--- src/rtl/mc_datapath_pkg.sv ---
// mc_datapath_pkg: shared types and instruction-field helpers for mc_datapath.
//   opcode_e  : 3-bit opcode set (OP_ADD .. OP_HALT)
//   state_e   : multi-cycle controller states
//   *_lsb_f   : instruction field positions as functions of RS and DATA_W
//   alu_sel_f : maps an arithmetic/logic opcode onto the 2-bit mc_alu select
package mc_datapath_pkg;

  typedef enum logic [2:0] {
    OP_ADD  = 3'b000,
    OP_SUB  = 3'b001,
    OP_LDI  = 3'b010,
    OP_BEQZ = 3'b011,
    OP_AND  = 3'b100,
    OP_OR   = 3'b101,
    OP_NOP  = 3'b110,
    OP_HALT = 3'b111
  } opcode_e;

  typedef enum logic [2:0] {
    ST_IDLE   = 3'd0,
    ST_FETCH  = 3'd1,
    ST_DECODE = 3'd2,
    ST_EXEC   = 3'd3,
    ST_WB     = 3'd4,
    ST_HALT   = 3'd5
  } state_e;

  localparam int OP_W = 3;

  // Instruction layout, MSB first: op | W sel | A sel | imm. imm sits at bit 0.
  function automatic int a_lsb_f(input int data_w);
    return data_w;
  endfunction

  function automatic int w_lsb_f(input int rs, input int data_w);
    return data_w + rs;
  endfunction

  function automatic int op_lsb_f(input int rs, input int data_w);
    return data_w + 2 * rs;
  endfunction

  // ADD/SUB/AND/OR differ in op[2] and op[0]; op[1] is zero for all four.
  function automatic logic [1:0] alu_sel_f(input opcode_e op);
    return {op[2], op[0]};
  endfunction

endpackage

--- src/rtl/mc_datapath_alu.sv ---
// mc_alu: combinational ALU for mc_datapath.
//   op     in  2       00 ADD, 01 SUB, 10 AND, 11 OR (modulo 2^DATA_W)
//   a, b   in  DATA_W  operands
//   result out DATA_W  selected result
//   zero   out 1       a == 0; tied low unless MC_DATAPATH_BRANCH_EN is defined
module mc_alu #(
  parameter int DATA_W = 4
) (
  input  logic [1:0]        op,
  input  logic [DATA_W-1:0] a,
  input  logic [DATA_W-1:0] b,
  output logic [DATA_W-1:0] result,
  output logic              zero
);

  // Operation select; carry and borrow fall off the top.
  always_comb begin
    result = {DATA_W{1'b0}};
    case (op)
      2'b00:   result = a + b;
      2'b01:   result = a - b;
      2'b10:   result = a & b;
      2'b11:   result = a | b;
      default: result = {DATA_W{1'b0}};
    endcase
  end

`ifdef MC_DATAPATH_BRANCH_EN
  assign zero = (a == {DATA_W{1'b0}});
`else
  assign zero = 1'b0;
`endif

endmodule

--- src/rtl/mc_datapath.sv ---
// mc_datapath: multi-cycle FETCH/DECODE/EXEC/WB datapath over an NREG x DATA_W
// register file, fetching from an external combinational instruction memory.
//   clk, rst_n  clock, asynchronous active-low reset
//   run         start/continue request, sampled in IDLE and WB only
//   imem_addr   instruction address (current PC)
//   imem_data   instruction word for imem_addr
//   busy        high in FETCH/DECODE/EXEC/WB
//   halted      high once HALT executes (sticky until reset)
//   retire      one-cycle pulse in WB of each executed instruction
//   regs_flat   register contents, R[i] at [i*DATA_W +: DATA_W]
// Build option: MC_DATAPATH_BRANCH_EN enables BEQZ; otherwise opcode 011 is a NOP.
module mc_datapath
  import mc_datapath_pkg::*;
#(
  parameter  int DATA_W = 4,
  parameter  int NREG   = 4,
  parameter  int PC_W   = 4,
  localparam int RS     = $clog2(NREG),
  localparam int INS_W  = 3 + 2 * RS + DATA_W
) (
  input  logic                   clk,
  input  logic                   rst_n,
  input  logic                   run,
  output logic [PC_W-1:0]        imem_addr,
  input  logic [INS_W-1:0]       imem_data,
  output logic                   busy,
  output logic                   halted,
  output logic                   retire,
  output logic [NREG*DATA_W-1:0] regs_flat
);

  localparam int A_LSB  = a_lsb_f(DATA_W);
  localparam int W_LSB  = w_lsb_f(RS, DATA_W);
  localparam int OP_LSB = op_lsb_f(RS, DATA_W);

`ifdef MC_DATAPATH_BRANCH_EN
  localparam logic BRANCH_EN = 1'b1;
`else
  localparam logic BRANCH_EN = 1'b0;
`endif

  state_e            state_r;
  logic [PC_W-1:0]   pc_r;
  logic [INS_W-1:0]  ir_r;
  logic [DATA_W-1:0] opa_r;
  logic [DATA_W-1:0] opb_r;
  logic [DATA_W-1:0] res_r;
  logic              taken_r;
  logic              busy_r;
  logic              halted_r;
  logic              retire_r;
  logic [DATA_W-1:0] regs_r [NREG];

  opcode_e           op_s;
  logic [RS-1:0]     w_sel_s;
  logic [RS-1:0]     a_sel_s;
  logic [RS-1:0]     b_sel_s;
  logic [DATA_W-1:0] imm_s;
  logic [PC_W-1:0]   target_s;
  logic [DATA_W-1:0] alu_res_s;
  logic              alu_zero_s;
  logic [DATA_W-1:0] res_s;
  logic              taken_s;
  logic              wr_en_s;

  assign op_s    = opcode_e'(ir_r[OP_LSB +: OP_W]);
  assign w_sel_s = ir_r[W_LSB +: RS];
  assign a_sel_s = ir_r[A_LSB +: RS];
  assign imm_s   = ir_r[DATA_W-1:0];
  assign b_sel_s = imm_s[RS-1:0];

  // Branch target is imm truncated or zero-extended to the PC width.
  generate
    if (PC_W > DATA_W) begin : g_tgt_ext
      assign target_s = {{(PC_W - DATA_W){1'b0}}, imm_s};
    end else begin : g_tgt_trunc
      assign target_s = imm_s[PC_W-1:0];
    end
  endgenerate

  mc_alu #(.DATA_W(DATA_W)) u_alu (
    .op     (alu_sel_f(op_s)),
    .a      (opa_r),
    .b      (opb_r),
    .result (alu_res_s),
    .zero   (alu_zero_s)
  );

  // Per-opcode result source, write enable and branch decision.
  always_comb begin
    res_s   = alu_res_s;
    taken_s = 1'b0;
    wr_en_s = 1'b0;
    case (op_s)
      OP_ADD, OP_SUB, OP_AND, OP_OR: begin
        res_s   = alu_res_s;
        wr_en_s = 1'b1;
      end
      OP_LDI: begin
        res_s   = imm_s;
        wr_en_s = 1'b1;
      end
      OP_BEQZ: taken_s = BRANCH_EN & alu_zero_s;
      default: res_s   = alu_res_s;
    endcase
  end

  // Controller FSM with registered status outputs.
  always_ff @(posedge clk or negedge rst_n) begin
    if (!rst_n) begin
      state_r  <= ST_IDLE;
      pc_r     <= {PC_W{1'b0}};
      ir_r     <= {INS_W{1'b0}};
      opa_r    <= {DATA_W{1'b0}};
      opb_r    <= {DATA_W{1'b0}};
      res_r    <= {DATA_W{1'b0}};
      taken_r  <= 1'b0;
      busy_r   <= 1'b0;
      halted_r <= 1'b0;
      retire_r <= 1'b0;
    end else begin
      retire_r <= 1'b0;
      case (state_r)
        ST_IDLE: begin
          if (run) begin
            state_r <= ST_FETCH;
            busy_r  <= 1'b1;
          end
        end
        ST_FETCH: begin
          ir_r    <= imem_data;
          state_r <= ST_DECODE;
        end
        ST_DECODE: begin
          opa_r   <= regs_r[a_sel_s];
          opb_r   <= regs_r[b_sel_s];
          state_r <= ST_EXEC;
        end
        ST_EXEC: begin
          res_r   <= res_s;
          taken_r <= taken_s;
          if (op_s == OP_HALT) begin
            // PC is left pointing at the HALT instruction.
            state_r  <= ST_HALT;
            busy_r   <= 1'b0;
            halted_r <= 1'b1;
          end else begin
            state_r  <= ST_WB;
            retire_r <= 1'b1;
          end
        end
        ST_WB: begin
          pc_r <= taken_r ? target_s : (pc_r + {{(PC_W - 1){1'b0}}, 1'b1});
          if (run) begin
            state_r <= ST_FETCH;
          end else begin
            state_r <= ST_IDLE;
            busy_r  <= 1'b0;
          end
        end
        ST_HALT: state_r <= ST_HALT;
        default: begin
          state_r  <= ST_IDLE;
          busy_r   <= 1'b0;
          halted_r <= 1'b0;
        end
      endcase
    end
  end

  // Register file; written only at the end of WB so a reset during WB leaves it clean.
  always_ff @(posedge clk or negedge rst_n) begin
    if (!rst_n) begin
      for (int i = 0; i < NREG; i++) begin
        regs_r[i] <= {DATA_W{1'b0}};
      end
    end else if ((state_r == ST_WB) && wr_en_s) begin
      regs_r[w_sel_s] <= res_r;
    end
  end

  generate
    for (genvar g = 0; g < NREG; g++) begin : g_flat
      assign regs_flat[g*DATA_W +: DATA_W] = regs_r[g];
    end
  endgenerate

  assign imem_addr = pc_r;
  assign busy      = busy_r;
  assign halted    = halted_r;
  assign retire    = retire_r;

endmodule
--- config.mk ---
export PLATFORM = sky130hd
export DESIGN_NAME = mc_datapath
export DESIGN_NICKNAME = d
export VERILOG_FILES = /design/src/rtl/mc_datapath_pkg.sv /design/src/rtl/mc_datapath_alu.sv /design/src/rtl/mc_datapath.sv
export SDC_FILE = /design/constraint.sdc
export NUM_CORES = 1
export LEC_CHECK = 0
export CORE_MARGIN = 10
export CORE_UTILIZATION = 40
export DETAILED_ROUTE_END_ITERATION = 10
export GPL_TIMING_DRIVEN = 0
export SYNTH_ARGS = -nofsm -noshare
export SYNTH_HDL_FRONTEND = slang
export SYNTH_SLANG_ARGS = --single-unit
--- constraint.sdc ---
create_clock -name clk -period 3 [get_ports clk]
set_clock_uncertainty 0.05 [all_clocks]
set_input_delay 0.6 -clock clk [delete_from_list [all_inputs] [get_ports clk]]
set_output_delay 0.6 -clock clk [all_outputs]
set_load 0.02 [all_outputs]
# Word level (Yosys, flattened, before mapping)
# Index checks and enable logic that the tools add are counted.
# word_totals
output_inout_bits	23
elab_cells	77
input_bits	14
regBits	49
# classes
addsub	3
n_reduce_logical	10
n_eq_ne	16
mux	24
n_lt_le_gt_ge	4
bitwise	7
# op_table
op	n
2-to-1 mux 4 bit	6
one-hot mux 3 bit (6 select lines)	1
binary-select mux 4 bit (select 2 bit)	2
bitwise mux 16 bit	1
one-hot mux 4 bit (4 select lines)	1
equality test 3 bit (second input constant)	5
OR reduction 5 bit	2
equality test 3 x 2 -> 1 bit (second input constant)	3
greater-or-equal comparator 3 bit (second input constant)	3
2-to-1 mux 1 bit	9
inverter 2 -> 3 bit	3
demux 4 bit (select 2 bit)	1
equality test 3 x 1 -> 1 bit (second input constant)	2
zero test 3 bit	2
inequality test 2 bit (second input constant)	3
adder 4 x 1 -> 4 bit (second input constant)	1
adder 4 bit	1
AND 4 bit	1
equality test 2 bit (second input constant)	2
OR 4 bit	1
one-hot mux 1 bit (4 select lines)	1
AND reduction 4 bit	1
subtractor 4 bit	1
< comparator 3 x 1 -> 1 bit (second input constant)	1
8 further kinds	10

# Logic depth before layout (Yosys ltp)
# Gate-level depths: netlist of run 1.
# depth
ltp_word	6
mapped_depth	10
depth_no_buf	10

# Modules after synthesis
# From an unflattened synthesis of run 1, not the netlist that was laid out.
# unflattened
cells_unflattened	191
area_unflattened_um2	2602.5
# modules_own_cells
mod	cells_per_inst	seq_area_each_um2	area_per_inst_um2	instances
mc_datapath	145	1226.2	2243.4	1
mc_alu	46	0.0	359.1	1

# Worst setup path after synthesis of run 1
# OpenSTA, ideal clock, no wires.
# synth_path
kind	register to register
from	register ir_r[8]
to	register res_r[3]
path_buffers	1
required_time_ns	2.828
setup_time_ns	0.122
t_arrival_ns	1.937
period_less_slack_ns	2.109
setup_slack_ns	0.891
stages_incl_launch_ff	11
path_cell_list	dfrtp_1 > buf_6 > nor2b_1 > mux2_2 > inv_1 > ha_1 > nor2b_1 > o21ai_0 > nor3b_1 > a211o_1 > a21oi_2
# synth_between
elab_chain_cells	3
word_cells_on_any_way	7
cone_classes	eq/ne: 4; mux: 2; reduce/logical: 1
# synth_rtl
element	line_no	text
start, declared	mc_datapath.sv:44	logic [INS_W-1:0] ir_r;
start signal, assigned	mc_datapath.sv:113	ir_r <= {INS_W{1'b0}};
start signal, assigned	mc_datapath.sv:131	ir_r <= imem_data;
equality test 2 bit (tied with other cells)	mc_datapath_alu.sv:19	case (op)
one-hot mux 4 bit (4 select lines)	mc_datapath_alu.sv:19	
2-to-1 mux 4 bit *	mc_datapath.sv:94	case (op_s)
end signal, assigned	mc_datapath.sv:116	res_r <= {DATA_W{1'b0}};
end signal, assigned	mc_datapath.sv:140	res_r <= res_s;
end, declared	mc_datapath.sv:47	logic [DATA_W-1:0] res_r;
# Mark *: on every way between the ends. The rest lies on a longest branch, timed or not.
# A chain may end at the register's enable or synchronous reset.

# Final worst setup path of run 1
# Same ends and word-level chain as after synthesis.

==> metrics.md, run 1 <==
| Metric | Value |
|---|---|
| Outcome | `complete, no violations` |
| Die X | `99.2 microns` |
| Post-CTS setup buffers | `0` |
| First-pass GRT wire length | `~9100 microns` |
| Area grow syn2layout | `24.2%` |
| Seq pwr share | `0.361` |
| Die area | `0.00984 sq mm` |
| TritonCTS Buffers | `5` |
| Sw frac | `0.377` |
| Dpl cells | `312` |
| Sequential cell area | `0.00123 sq mm` |
| Multi-input logic area | `about 0.0012 sq mm` |
| Power, Total | `3500 uW` |
| Final Max Slew Viols | `0` |
| CP Launch Type | `flip-flop` |
| Final hold violation count | `0` |
| Synthesized flop and latch total | `roughly 50` |
| Pwr Density | `1120 mW/mm^2` |
| Worst Path Class, Setup | `flip-flop to flip-flop` |
| All-Layer GR Usage | `0.113` |
| Crit path DAT | `2490 ps` |
| Clock Latency Late Sink | `310 ps` |
| Core area | `between 0.005 and 0.006 sq mm` |
| RSZ-0062 raised after global routing | `false` |
| Main synth FF type | `dfrtp_1` |
| Port Buf Inserts | `36` |
| Maximum root-to-sink buffer count | `2` |
| Antenna cells | `0` |
| R2R Setup Slk | `650 ps` |
| Drt pass-1 iters | `4` |
| Clock share of power | `0.162` |
| Comb pwr share | `0.477` |
| Routability Congestion | `0.794` |
| FF-to-FF path depth | `10` |
| Critical path endpoint category | `flip-flop` |
| TritonCTS clock tree | `done` |
| Post-route ant nets | `0` |
| Residual DRC | `0` |
| Routed vias/inst | `5.12` |
| Routed via count | `1638` |
| Worst Setup SP | `ir_r[8]` |
| CTS sink cnt | `49` |
| CP required | `3140 ps` |
| Fillers | `523` |
| Final Cycle Share | `0.785` |
| Yosys cell types | `between 40 and 50` |
| Routed wire length | `around 5400 microns` |
| Rows | `28` |
| Pin count of the biggest net entering global routing | `31` |
| Root buffer cell | `clkbuf_8` |
| Post-Syn Area | `0.00251 sq mm` |
| Mapped Nets | `222` |
| HP Class | `primary input to asynchronous set/reset pin` |
| Worst slew pin tran | `550 ps` |
| Hold buffers post-CTS | `0` |
| Initial antenna violation count | `0` |
| RR Startpoint | `ir_r[8]` |
| Post-cts sizing count | `0` |
| Worst vdd ir | `between 0.4 and 0.5 mV` |
| CP max FO | `10` |
| Yosys Warn Count | `0` |
| Min cycle time layout | `2350 ps` |
| Worst R2R End | `res_r[3]` |
| Share of post-route cells with drive strength above 1 | `0.269` |
| Max-cap violation count | `0` |
| Synthesized area per cell | `12.5 sq um` |
| Nets | `266` |
| Crit path capture | `res_r[3]` |
| Post-synth EDFFs | `0` |
| Clock slew at reported path FFs | `about 100 ps` |
| Fin cells | `320` |
| Die height | `99.2 microns` |
| Setup violation total in the final timing report | `0` |
| Net switching power | `1320 uW` |
| Peak Freq | `about 0.42 GHz` |
| Vias in the first global route | `~1700` |
| Ports | `37` |
| 1st-iter DRT viols | `75` |
| Slew HR | `0.629` |
| Post-synthesis async set-or-reset flop share | `1.00` |
| Initial Utilization | `0.419` |
| Sequential area share after synthesis | `0.489` |
| Lkg Pwr | `0.00135 uW` |
| Htree depth | `2` |
| Wire per inst | `~17 microns` |
| DPL Wire Length | `4050 microns` |
| Post-synthesis cell count | `200` |
| Int Power | `2180 uW` |
| GR Overflow Total | `0` |
## logic make-up (layout without fill, tap and decap cells)
kind of cell | count (synthesis) | in the layout | synth area share
XOR/XNOR | 7 | 7 | 0.0245
AND/OR/NAND/NOR | 47 | 47 | 0.109
multiplexers | 42 | 42 | 0.230
buffers and inverters | 15 | 60 | 0.0329
AO/OA/AOI/OAI | 32 | 32 | 0.0714
adder cells (fa/ha/maj) | 8 | 8 | 0.0429
flip-flops | 49 | 49 | 0.489
## synthesized netlist by cell type, types with 2 or more instances
master,instances,share of area
nor3_1,3,0.0060
o21ai_0,16,0.032
ha_1,7,0.035
mux2_4,4,0.024
inv_1,8,0.012
mux2_2,29,0.13
mux4_2,8,0.072
nand4_1,2,0.0050
buf_6,3,0.013
and2_1,2,0.0050
xnor2_1,5,0.017
nor2b_1,2,0.0050
nand2_1,12,0.018
nand3_1,2,0.0040
buf_2,3,0.0060
nor2_1,10,0.015
a21oi_1,10,0.020
xor2_1,2,0.0070
dfrtp_1,49,0.49
and3_1,2,0.0050
## power by group through the flow
stage / Combinational (uW) / Clock, uW / Sequential (uW)
detailed placement: 1690 / 0 / 1280
CTS: 1700 / 581 / 1260
global placement: 1670 / 0 / 1270
global route: 1850 / 609 / 1310
floorplan: 1030 / 0 / 1350
finish: 1670 / 567 / 1260
## registers in the layout (all words and copies together), names as in the netlist
| register | flops |
|---|---|
| busy | 1 |
| halted | 1 |
| imem_addr | 4 |
| ir_r | 11 |
| opa_r | 4 |
| opb_r | 4 |
| regs_flat | 16 |
| res_r | 4 |
| retire | 1 |
| state_r | 3 |
## metrics by stage
step	hold slack (ps)	TNS [ps]	setup slack [ps]	cell area [sq um]	util
2_1_floorplan	254	0	891	2510	-
3_3_place_gp	411	-9260	-191	2960	0.494
4_1_cts	198	0	657	3110	0.520
5_1_grt	208	0	459	3110	0.520
6_report	193	0	646	3110	0.520
3_5_place_dp	442	0	679	2980	0.497
## critical path, stage by stage (launching register included)
cell     delay, ps
dfrtp_1        410
buf_6          160
nor2b_1        180
mux2_2         380
inv_1           60
ha_1           210
nor2b_1        120
o21ai_0        230
nor3b_1        230
a211o_1        160
a21oi_2         50
## metal layers
layer | part of all wire | global-route usage | vias up
met3 | 0.039 | 0.0304 | 7
met4 | 0.015 | 0.0397 | 0
met5 | 0 | 0 | -
li1 | - | - | 801
met2 | 0.47 | 0.178 | 26
met1 | 0.48 | 0.146 | 804
## area by class of cell
cell class / instances / area share
sequential: 49 / 0.394
clock inverter: 3 / 0.0221
timing repair buffer: 37 / 0.121
inverter: 8 / 0.00964
buffer: 7 / 0.0169
tap: 75 / 0.0301
multi-input combinational: 136 / 0.385
clock buffer: 5 / 0.0221
## cell usage in the layout (no fill, tap or decap), types with 3 or more instances in the layout
| master | n |
|---|---|
| buf_2 | 4 |
| nor3_1 | 3 |
| ha_1 | 7 |
| dfrtp_1 | 49 |
| mux2_2 | 29 |
| clkbuf_8 | 5 |
| xnor2_1 | 5 |
| nor2_1 | 10 |
| mux2_4 | 4 |
| buf_6 | 3 |
| nand2_1 | 12 |
| a21oi_1 | 10 |
| mux4_2 | 8 |
| o21ai_0 | 16 |
| clkdlybuf4s50_1 | 35 |
| inv_1 | 8 |
## how the worst min path moves through the flow
| stage | from | slack [ps] | end |
|---|---|---|---|
| 2_1_floorplan | rst_n | 250 | busy |
| 5_1_grt | rst_n | 210 | regs_flat[11] |
| 6_report | rst_n | 190 | regs_flat[11] |
| 4_1_cts | rst_n | 200 | regs_flat[11] |
| 3_5_place_dp | imem_addr[3] | 440 | imem_addr[3] |
| 3_3_place_gp | imem_addr[3] | 410 | imem_addr[3] |
No activity file was read; power rests on OpenSTA's default activity.
==> run 2: changes to the inputs <==
clock period = 2.1 ns   (was 3 ns; I/O delays follow)
==> run 2 against run 1 <==
Hold slack improved by 260 ps. Cell count rose by 2.5%. First-iteration DRC count fell by 13%. Critical path type unchanged. Critical path depth did not move. Wire length rose by 6.8%. Register-to-register slack got worse by 610 ps. Clock-buffer cell count rose by 1. Sequential share of layout area fell by 1.2 points. Largest power group unchanged.
==> metrics.md, run 2 (synthesis gave the netlist of run 1 again) <==
| Metric | Value |
|---|---|
| Core area | `0.00599 sq mm (unchanged)` |
| CP Launch Type | `flip-flop` |
| Setup WS pre-CTS | `-183 ps (-863 ps)` |
| Root buffer cell | `clkbuf_8` |
| Vias in the first global route | `1795 (+7.4%)` |
| Clock share of power | `0.132 (-0.030)` |
| Pwr Density | `1610 mW/mm^2 (+43%)` |
| Slew HR | `0.600 (-0.0290)` |
| GR Util met3 | `0.0304 (unchanged)` |
| Die X | `99.2 microns (unchanged)` |
| Share of post-route cells with drive strength above 1 | `0.332 (+0.0626)` |
| Lkg Pwr | `0.00139 uW (+3.3%)` |
| RR Startpoint | `opb_r[1]` |
| Net switching power | `2000 uW (+52%)` |
| DPL Wire Length | `4150 microns (+2.5%)` |
| Buf+Inv Stages, Crit Path | `2 (unchanged)` |
| All-Layer GR Usage | `0.120 (+0.00671)` |
| Die area | `0.00984 sq mm (unchanged)` |
| Worst Hold Launch | `imem_addr[3]` |
| Routed via count | `1692 (+3.3%)` |
| Port Buf Inserts | `36 (unchanged)` |
| Initial antenna violation count | `0 (unchanged)` |
| Commonest non-fill, non-tap cell in the layout | `dfrtp_1` |
| Maximum root-to-sink buffer count | `2 (unchanged)` |
| Wire per inst | `17.4 microns (+4.2%)` |
| RSZ-0062 raised after global routing | `true` |
| Comb pwr share | `0.515 (+0.038)` |
| Worst Path Class, Setup | `flip-flop to flip-flop` |
| Critical path endpoint category | `flip-flop` |
| TritonCTS Buffers | `5 (unchanged)` |
| Clock Latency Late Sink | `310 ps (about the same)` |
| Outcome | `complete, no violations` |
| CTS sink cnt | `49 (unchanged)` |
| Slowest-stage cell, CP | `dfrtp_1` |
| Seq pwr share | `0.352 (-0.009)` |
| Multi-input logic area | `0.00126 sq mm (+5.1%)` |
| Clock slew at reported path FFs | `100 ps (about the same)` |
| Post-route ant nets | `0 (unchanged)` |
| FF-to-FF path depth | `10 (unchanged)` |
| Routed vias/inst | `5.16 (+0.78%)` |
| Nets | `274 (+3.0%)` |
| Int Power | `3160 uW (+45%)` |
| Commonest cells after routing, fill and taps aside | `dfrtp_1 (48), clkdlybuf4s50_1 (35), mux2_2 (28), o21ai_0 (12), nand2_1 (12)` |
| Antenna cells | `0 (unchanged)` |
| Max-cap violation count | `0 (unchanged)` |
| GRT busiest layer | `met2` |
| Rows | `28 (unchanged)` |
| Worst slew pin tran | `600 ps (+49.3 ps)` |
| R2R Setup Slk | `40 ps (-610 ps)` |
| CP required | `2280 ps (-860 ps)` |
| GR Util met1 | `0.154 (+0.00780)` |
| Met2 layer usage reported by global route | `0.189 (+0.0115)` |
| Sw frac | `0.388 (+0.0111)` |
| Final Max Slew Viols | `0 (unchanged)` |
| Final Cycle Share | `0.981 (+0.196)` |
| Worst vdd ir | `0.643 mV (+33%)` |
| Crit-path cells | `inv_2 > ha_4 > mux2_4 > inv_2 > ha_4 > nor2b_4 > o21ai_2 > a221oi_2 > a211o_1 > a21oi_2` |
| Area grow syn2layout | `28.1%` |
| CP max FO | `2 (-8)` |
| Routability Congestion | `0.837 (+5.4%)` |
| Worst R2R End | `res_r[3]` |
| 1st-iter DRT viols | `65 (-13%)` |
| Crit path largest cell delay | `400 ps (about the same)` |
| HP Class | `flip-flop to flip-flop` |
| Cells on Worst Hold Path | `1` |
| Min cycle time layout | `2060 ps (-294 ps)` |
| Fillers | `526 (+0.57%)` |
| Initial Utilization | `0.419 (unchanged)` |
| Residual DRC | `0 (unchanged)` |
| Worst setup margin | `39.5 ps (-606 ps)` |
| First-pass GRT wire length | `9560 microns (+4.7%)` |
| Setup violation total in the final timing report | `0 (unchanged)` |
| Top delay family on crit path | `compound AO/OA/AOI/OAI gates` |
| TritonCTS clock tree | `done` |
| Ports | `37 (unchanged)` |
| Drt pass-1 iters | `4 (unchanged)` |
| Die height | `99.2 microns (unchanged)` |
| Crit path DAT | `2240 ps (-250 ps)` |
| Sequential cell area | `0.00123 sq mm (+0.10%)` |
| Hold Worst Slack | `450 ps (+258 ps)` |
| Largest register FFs | `16 (unchanged)` |
| Final hold violation count | `0 (unchanged)` |
| Peak Freq | `0.485 GHz (+14%)` |
| Pin count of the biggest net entering global routing | `37 (+19%)` |
| Htree depth | `2 (unchanged)` |
| Routed wire length | `5710 microns (+6.8%)` |
| Hold path endpoint | `imem_addr[3]` |
| GR Overflow Total | `0 (unchanged)` |
[run 2: cell types whose count changed in the layout (fill, tap and decap cells not counted), sizes merged]
cell         delta
buf             +7
clkinv          +1
dlygate4sd3     +1
bufinv          -1
inv             -1
clkbuf          +1
[run 2: worst reg2reg max path, stage by stage (launching register included)]
cell and delay, ps:
dfrtp_1 400, inv_2 90, ha_4 200, mux2_4 290, inv_2 70, ha_4 190
nor2b_4 120, o21ai_2 140, a221oi_2 70, a211o_1 250, a21oi_2 120
[run 2: layer usage]
layer,part of all wire,up-vias
met1,0.45,833
met5,0,-
met4,0.016,0
met2,0.49,31
met3,0.044,7
li1,-,821
[run 2: worst max-delay path by stage]
stage,endpoint,depth (start not counted),slack (ps),start
2_1_floorplan,res_r[3],10,30,ir_r[8]
3_3_place_gp,res_r[0],1,-950,rst_n
3_5_place_dp,res_r[3],10,-180,ir_r[8]
4_1_cts,res_r[3],10,-70,opb_r[0]
5_1_grt,res_r[2],9,-80,opb_r[1]
6_report,res_r[3],10,40,opb_r[1]
[run 2: repair_timing]
item,in CTS,in global routing
buffers inserted,5,2
hold endpoints to repair,13,0
hold buffers,1,0
resized for setup,8,9
setup endpoints to repair,3,6
pin swaps,5,8
[run 2: metrics by stage]
stage	cell area (sq um)	setup TNS, ps	total power [uW]	cells	util
2_1_floorplan	2510	0	3410	200	-
3_3_place_gp	2970	-46920	4210	311	0.496
3_5_place_dp	2980	-295	4270	312	0.498
4_1_cts	3180	-72.8	5090	326	0.530
5_1_grt	3210	-130	5550	328	0.536
6_report	3210	0	5170	328	0.536
[run 2: layout make-up]
cell class	count	share of cell area
repair buffers	45	0.136
inverters	8	0.00935
plain buffers	7	0.0164
well taps	75	0.0292
clock buffers	6	0.0226
multi-input cells	136	0.392
flip-flops and latches	49	0.382
clock inverters	2	0.0121
[run 2: power groups by stage]
stage	logic [uW]	registers (uW)	clock network (uW)
4_1_cts	2570	1820	700
3_3_place_gp	2390	1820	0
5_1_grt	2930	1890	730
6_report	2660	1820	684
2_1_floorplan	1480	1930	0
3_5_place_dp	2430	1830	0
